### config.mk
export PLATFORM = sky130hd
export DESIGN_NAME = instr_mem_loader
export DESIGN_NICKNAME = d
export VERILOG_FILES = /design/src/rtl/instr_mem_pkg.sv /design/src/rtl/instr_mem_loader_word_assembler.sv /design/src/rtl/instr_mem_loader.sv
export SDC_FILE = /design/constraint.sdc
export NUM_CORES = 1
export LEC_CHECK = 0
export ABC_AREA = 1
export CORE_MARGIN = 2
export CORE_UTILIZATION = 25
export CTS_BUF_LIST = sky130_fd_sc_hd__clkbuf_2 sky130_fd_sc_hd__clkbuf_4 sky130_fd_sc_hd__clkbuf_8
export DETAILED_ROUTE_END_ITERATION = 6
export GPL_TIMING_DRIVEN = 1
export HOLD_SLACK_MARGIN = 0.12
export PLACE_DENSITY_LB_ADDON = 0.25
export SYNTH_ARGS = -nofsm -noshare
export SYNTH_HDL_FRONTEND = slang
export SYNTH_SLANG_ARGS = --single-unit
export TNS_END_PERCENT = 100
### constraint.sdc
create_clock -name clk -period 2 [get_ports clk]
set_input_delay 0.4 -clock clk [delete_from_list [all_inputs] [get_ports clk]]
set_output_delay 0.4 -clock clk [all_outputs]
set_load 0.02 [all_outputs]
### src/rtl/instr_mem_pkg.sv
// -----------------------------------------------------------------------------
// instr_mem_pkg
// Shared types and constants for the instruction-memory loader.
//   loader_state_t : loader FSM states
//   HDR_BYTES      : bytes in the word-count header (little-endian)
//   BYTES_PER_WORD : bytes packed into each 32-bit instruction word
//   word_count_t   : unsigned word count carried by the header
// -----------------------------------------------------------------------------
package instr_mem_pkg;

  typedef enum logic [2:0] {
    IDLE,
    HDR_LO,
    HDR_HI,
    DATA,
    WRITE,
    DONE
  } loader_state_t;

  localparam int HDR_BYTES      = 2;
  localparam int BYTES_PER_WORD = 4;

  typedef logic [HDR_BYTES*8-1:0] word_count_t;

endpackage

### src/rtl/instr_mem_loader_word_assembler.sv
// -----------------------------------------------------------------------------
// word_assembler
// Packs a byte stream little-endian into 32-bit words: the first byte of a
// word lands in bits [7:0], the last in bits [31:24].
// Ports:
//   clk, rst_n   : clock, asynchronous active-low reset
//   clear        : synchronous clear of byte index and partial word
//   byte_strobe  : a byte is being accepted this cycle
//   byte_in      : the byte being accepted
//   word         : packed word register (complete after the 4th strobe)
//   word_full    : high in the cycle the last byte of a word is strobed
// -----------------------------------------------------------------------------
module word_assembler
  import instr_mem_pkg::*;
(
  input  logic        clk,
  input  logic        rst_n,
  input  logic        clear,
  input  logic        byte_strobe,
  input  logic [7:0]  byte_in,
  output logic [31:0] word,
  output logic        word_full
);

  logic [1:0] byte_idx;

  // Shifting in from the top means that after four bytes the first byte has
  // walked down to [7:0]. The index wraps naturally back to 0 for the next
  // word, so no explicit clear is needed between words of one load.
  always_ff @(posedge clk or negedge rst_n) begin
    if (!rst_n) begin
      byte_idx <= '0;
      word     <= '0;
    end else if (clear) begin
      byte_idx <= '0;
      word     <= '0;
    end else if (byte_strobe) begin
      byte_idx <= byte_idx + 2'd1;
      word     <= {byte_in, word[31:8]};
    end
  end

  assign word_full = byte_strobe && (byte_idx == 2'(BYTES_PER_WORD - 1));

endmodule

### src/rtl/instr_mem_loader.sv
// -----------------------------------------------------------------------------
// instr_mem_loader
// Loads a program into the writable instruction memory from a byte-serial
// host stream. Stream format: 16-bit little-endian word count N, then N
// little-endian 32-bit words written to addresses 0..N-1. The CPU is stalled
// for the whole load; completion pulses load_done, a rejected header
// (N > memory_size) or an abort pulses load_err.
// Ports:
//   clk, rst_n          : clock, asynchronous active-low reset
//   load_start          : begin a load (only honoured in IDLE)
//   load_abort          : abandon the load in progress (not in IDLE/DONE)
//   in_valid, in_data   : byte stream, accepted when in_valid && in_ready
//   in_ready            : loader can accept a byte this cycle
//   mem_we, mem_waddr,
//   mem_wdata           : instruction memory write port (address/data hold
//                         their last values while mem_we is low)
//   cpu_stall           : registered, high whenever the loader is not IDLE
//   load_done, load_err : one-cycle status pulses
// -----------------------------------------------------------------------------
module instr_mem_loader
  import instr_mem_pkg::*;
#(
  parameter int memory_size      = 64,
  parameter int memory_addr_size = 6
) (
  input  logic                        clk,
  input  logic                        rst_n,
  input  logic                        load_start,
  input  logic                        load_abort,
  input  logic                        in_valid,
  input  logic [7:0]                  in_data,
  output logic                        in_ready,
  output logic                        mem_we,
  output logic [memory_addr_size-1:0] mem_waddr,
  output logic [31:0]                 mem_wdata,
  output logic                        cpu_stall,
  output logic                        load_done,
  output logic                        load_err
);

  loader_state_t state, next_state;

  logic [(HDR_BYTES-1)*8-1:0]  count_lo;
  word_count_t                 hdr_count;
  word_count_t                 remaining;
  logic [memory_addr_size-1:0] addr;
  logic [memory_addr_size-1:0] waddr_hold;
  logic [31:0]                 wdata_hold;

  logic        abort_ok;
  logic        byte_fire;
  logic        err_event;
  logic        asm_clear;
  logic        asm_strobe;
  logic        asm_full;
  logic [31:0] asm_word;

  // An abort only counts while a load is actually being received or written;
  // in DONE the completion already happened and wins.
  assign abort_ok = load_abort && (state inside {HDR_LO, HDR_HI, DATA, WRITE});

  // in_ready and mem_we are kept out of the next-state block so the
  // handshake -> word_full -> next_state path is a plain forward path.
  assign in_ready  = (state inside {HDR_LO, HDR_HI, DATA}) && !abort_ok;
  assign mem_we    = (state == WRITE) && !abort_ok;
  assign byte_fire = in_valid && in_ready;
  assign load_done = (state == DONE);

  // The full 16-bit count is only valid in the cycle the high byte is taken.
  assign hdr_count = {in_data, count_lo};

  assign asm_strobe = byte_fire && (state == DATA);
  assign asm_clear  = abort_ok || ((state == IDLE) && load_start);

  word_assembler u_word_assembler (
    .clk         (clk),
    .rst_n       (rst_n),
    .clear       (asm_clear),
    .byte_strobe (asm_strobe),
    .byte_in     (in_data),
    .word        (asm_word),
    .word_full   (asm_full)
  );

  always_ff @(posedge clk or negedge rst_n) begin
    if (!rst_n) state <= IDLE;
    else        state <= next_state;
  end

  // Next-state logic. The header is classified in the same cycle its high
  // byte is accepted; an abort overrides whatever the state wanted to do.
  always_comb begin
    next_state = state;
    err_event  = 1'b0;
    case (state)
      IDLE: begin
        if (load_start) next_state = HDR_LO;
      end
      HDR_LO: begin
        if (byte_fire) next_state = HDR_HI;
      end
      HDR_HI: begin
        if (byte_fire) begin
          if (hdr_count == '0) begin
            next_state = DONE;
          end else if (hdr_count > word_count_t'(memory_size)) begin
            next_state = IDLE;
            err_event  = 1'b1;
          end else begin
            next_state = DATA;
          end
        end
      end
      DATA: begin
        if (asm_full) next_state = WRITE;
      end
      WRITE: begin
        next_state = (remaining > word_count_t'(1)) ? DATA : DONE;
      end
      DONE: begin
        next_state = IDLE;
      end
      default: begin
        next_state = IDLE;
      end
    endcase
    if (abort_ok) begin
      next_state = IDLE;
      err_event  = 1'b1;
    end
  end

  // Header capture, words-remaining and write address. The address is not
  // bumped after the final word, so it stays inside the memory range even
  // for a full-size load.
  always_ff @(posedge clk or negedge rst_n) begin
    if (!rst_n) begin
      count_lo  <= '0;
      remaining <= '0;
      addr      <= '0;
    end else begin
      if (byte_fire && (state == HDR_LO)) begin
        count_lo <= in_data;
      end
      if (byte_fire && (state == HDR_HI)) begin
        remaining <= hdr_count;
        addr      <= '0;
      end
      if (mem_we) begin
        remaining <= remaining - word_count_t'(1);
        if (remaining > word_count_t'(1)) addr <= addr + 1'b1;
      end
    end
  end

  // Last-written address/data, so the write port holds steady between writes.
  always_ff @(posedge clk or negedge rst_n) begin
    if (!rst_n) begin
      waddr_hold <= '0;
      wdata_hold <= '0;
    end else if (mem_we) begin
      waddr_hold <= addr;
      wdata_hold <= asm_word;
    end
  end

  assign mem_waddr = mem_we ? addr     : waddr_hold;
  assign mem_wdata = mem_we ? asm_word : wdata_hold;

  // Stall follows the state being entered, so it drops in the same cycle the
  // FSM is back in IDLE. The error pulse appears the cycle after its cause.
  always_ff @(posedge clk or negedge rst_n) begin
    if (!rst_n) begin
      cpu_stall <= 1'b0;
      load_err  <= 1'b0;
    end else begin
      cpu_stall <= (next_state != IDLE);
      load_err  <= err_event;
    end
  end

endmodule

==> results <==
- Summed over all layers, the global routing overflow is 0.
- The number of port buffers is 55.
- STA classifies the critical path startpoint as a register.
- Once detailed placement completed, the half-perimeter wirelength came to ~8.2 mm.
- The horizontal die dimension is approximately 140 µm.
- The wire length of the first global-routing pass is 20.24 mm.
- The synthesized netlist occupies a cell area of 4835 µm².
- In this run the critical register-to-register path is captured at remaining[12].
- The most critical setup path has its startpoint at state[0].
- By count the netlist is led by 107 x dfrtp_1, 104 x nand2_1, 71 x inv_1, 58 x o21ai_0, 37 x nor2_1.
- For this design, the slowest cell found on the critical path is dfrtp_1.
- The die is 143.1 µm tall.
- The placeable core region is roughly 19000 µm².
- The TritonCTS buffer count is 9.
- The clock-pin slew of the registers on the worst-case setup and hold paths is 0.10 ns.
- The slack of the worst reg-to-reg path is 0.24 ns.
- The number of antenna violations at the first check in global routing is 0.
- The worst-case IR drop observed on VDD is 0.0006267 V.
- The pin count of the biggest net entering global routing is 108.
- The max-slew violation total from the final report came to 0.
- The cell count along the critical path is 8.
- Setup repair after global routing could not meet its margin everywhere.
- By instance count, the leading cell after synthesis is dfrtp_1.
- The post-route fraction of the period consumed by the critical path is 1.079.
- The post-synthesis instance total is 536.
- The worst pin sits at a relative slew slack of 0.6015.
- The power per cell area is 962.0 nW/µm².
- With fillers left out, the area of the finished cells amounts to between 6000 and 7000 µm².
- The initial utilization of the core area, before any placement, comes to 0.2567.
- The register bit count reported by yosys is approximately 110.
- In this run the worst setup path terminates at mem_wdata[24].
- The clock root buffer master is clkbuf_8.
- The average size of a mapped cell is 9.020 µm².
- The checks that failed: setup timing.
- The die covers slightly above 20000 µm².
- In this run the worst hold path is classified as register to register.
- The number of nets still failing antenna checks after routing is 0.
- Traced cell by cell, the critical path runs through nor2_4 > nand2_4 > nor2_8 > inv_8 > buf_12 > o21ai_1 > buf_4 > buf_6.
- The dominant synthesized flop cell is dfrtp_1.
- Clock skew on the completed layout was measured at 0.01461 ns.
- The sum of buffers and inverters on the critical path is 4.
- The via count of the first global-routing pass was roughly 3900.
- The arrival time reported for the critical path endpoint is 1.76 ns.
- The clock sink count is between 100 and 150.
- The stage delay of the slowest cell on the critical path is 0.42 ns.
- The time the final worst path needs with I/O delays and setup is 2.157 ns.
- Across the run, the number of max-cap violations was 0.
- The final setup slack of the worst path is -0.1572 ns.
- The total power is around 6300 µW.
- The transition time of the tightest slew-check pin is 0.5977 ns.
- The worst hold-check slack is 0.4885 ns.
- The type of the worst setup path is register to primary output.
- Dividing the detail-routed wire length by the instance count gives roughly 14 µm.
- After synthesis, the share of flip-flops with an asynchronous set or reset is 1.000.
- After floorplanning, the core was divided into 50 placement rows.
- The wire length reported by the detailed router is 12.24 mm.
- Summing over every cut layer, the via total after detailed routing is 3923.
- The later pin in the worst-skew pair is clocked with a latency of 0.39 ns.
- In the routed layout, each cell is associated on average with a via count of ~4.4.
- The final net count is 644.
- Counting distinct cell types in the post-synthesis netlist gives 36.
- The repair_antennas step left the layout with diodes totalling 0.
- The critical-path maximum fanout is 16.
- The total I/O pin count is 56.
- The number of buffers between clock root and the deepest sink is 2.
- The area of placed instances is between 5000 and 6000 µm².
- In this run, the number of DRC markers left after iteration 0 of detailed routing was 195.
- The number of flops mapped to enable cells by yosys is 0.
- The share of the Yosys chip area taken by registers is 0.5538.
- The top cell family by delay on the critical path is buffers and inverters.
- By area the synthesized netlist is led by dfrtp_1 55%, nand2_1 8.1%, o21ai_0 6.0%, inv_1 5.5%, o22ai_1 4.3%.
- The number of levels the H-tree was split into is 3.
- The count of synthesis-stage warnings from yosys is 0.
- The number of nets handed over by synthesis was 553.
- The required time of the worst setup path is 1.60 ns.
- Relative to the synthesized area, the layout overhead comes to 35.33%.
- The fraction of final layout cells with drive strength greater than 1 is 0.2864.
- The worst reg2reg path startpoint is remaining[0].
- Before antenna repair, the detailed router went through 4 iterations.
- The area share of the largest cell type after synthesis is 0.5538.
- The hold violation total from the final report was 0.
- The final weighted congestion in routability-driven placement is 0.8327.
- TritonCTS built the clock tree.
- The worst-case reg-to-reg path depth is 7.
- For this design the static power due to leakage is 0.003014 µW.
- STA classifies the critical path endpoint as a primary output.
- The library cell occupying the most area in the post-synthesis netlist is dfrtp_1.
- The total global-route track usage is 0.1255.
- The flow ran to the end, but the final reports show violations.
- The count of unresolved DRC violations after routing is 0.
- The achievable frequency is 0.4636 GHz.
- Setup violations remaining at the end of the flow were counted as 38.
sequential cells by signal, indices dropped and copies added, names as in the netlist:
register and flops:
u_word_assembler.byte_idx 2, state 3, remaining 16, count_lo 8, cpu_stall 1, addr 6
waddr_hold 6, wdata_hold 32, load_err 1, u_word_assembler.word 32
area by class of cell:
| cell class | instances | area [µm²] |
|---|---|---|
| Multi-Input combinational cell | 332 | 2016 |
| Inverter | 77 | 296.5 |
| Clock buffer | 10 | 137.6 |
| Clock inverter | 6 | 46.29 |
| Sequential cell | 107 | 2678 |
| Timing Repair Buffer | 100 | 1044 |
| Fill cell | 1938 | 12290 |
| Tap cell | 260 | 325.3 |
layer usage:
metal	vias up	routed length [µm]	share of wire	global-route usage
li1	1951	-	-	-
met4	0	298	0.024	0.05784
met2	63	5622	0.46	0.1891
met5	-	0	0	0
met1	1890	5959	0.49	0.1731
met3	19	361	0.029	0.02515
cells by family (layout without fill, tap and decap cells):
logic type	after synthesis	after routing	synth area share
AO/OA/AOI/OAI	120	120	0.1434
XOR/XNOR	3	3	0.005436
adder cells (fa/ha/maj)	4	4	0.01035
buffers and inverters	97	193	0.09472
flip-flops	107	107	0.5538
AND/OR/NAND/NOR	205	205	0.1923
through the flow:
step | cells | utilization | setup slack, ns | TNS, ns
after floorplan | 536 | - | -0.06451 | -1.290
after global placement | 869 | 0.3140 | -0.7797 | -37.72
after detailed placement | 869 | 0.3140 | -0.7235 | -35.99
after CTS | 887 | 0.3344 | -0.1958 | -5.311
after global routing | 892 | 0.3474 | -0.2649 | -8.228
final | 892 | 0.3474 | -0.1572 | -4.067
cells in the final DEF (no fill, tap or decap), drive strengths merged, types with 12 or more instances in the layout:
| master | netlist | final |
|---|---|---|
| nand2 | 109 | 109 |
| dfrtp | 107 | 107 |
| buf | 16 | 82 |
| inv | 77 | 79 |
| o21ai | 64 | 64 |
| nor2 | 46 | 46 |
| nand3 | 36 | 36 |
| o22ai | 34 | 34 |
| clkbuf | 4 | 13 |
| clkdlybuf4s50 | 0 | 12 |
tightest hold or removal path, cell delays in order, from the launching register on:
cell and delay, ns:
dfrtp_1 0.33, nand2_1 0.06, o21ai_2 0.07
worst min path at each step:
stage / startpoint / endpoint / slack, ns / cells past startpoint
detailed placement: waddr_hold[5] / waddr_hold[5] / 0.47 / 2
finish: waddr_hold[0] / waddr_hold[0] / 0.49 / 2
floorplan: rst_n / addr[0] / 0.10 / 0
CTS: wdata_hold[28] / wdata_hold[28] / 0.49 / 2
global placement: waddr_hold[5] / waddr_hold[5] / 0.47 / 2
global route: wdata_hold[17] / wdata_hold[17] / 0.51 / 2
where the power goes:
part	internal (µW)	switching, µW
Combinational	878	1290
Clock	499	796
Sequential	2520	306
repair_timing:
action	in CTS	in global routing
hold buffers	1	0
setup endpoints to repair	41	46
gates cloned	0	2
hold endpoints to repair	50	0
buffers inserted	1	3
pin swaps	1	1
resized for setup	334	49
(Power assumes the default switching activity.)
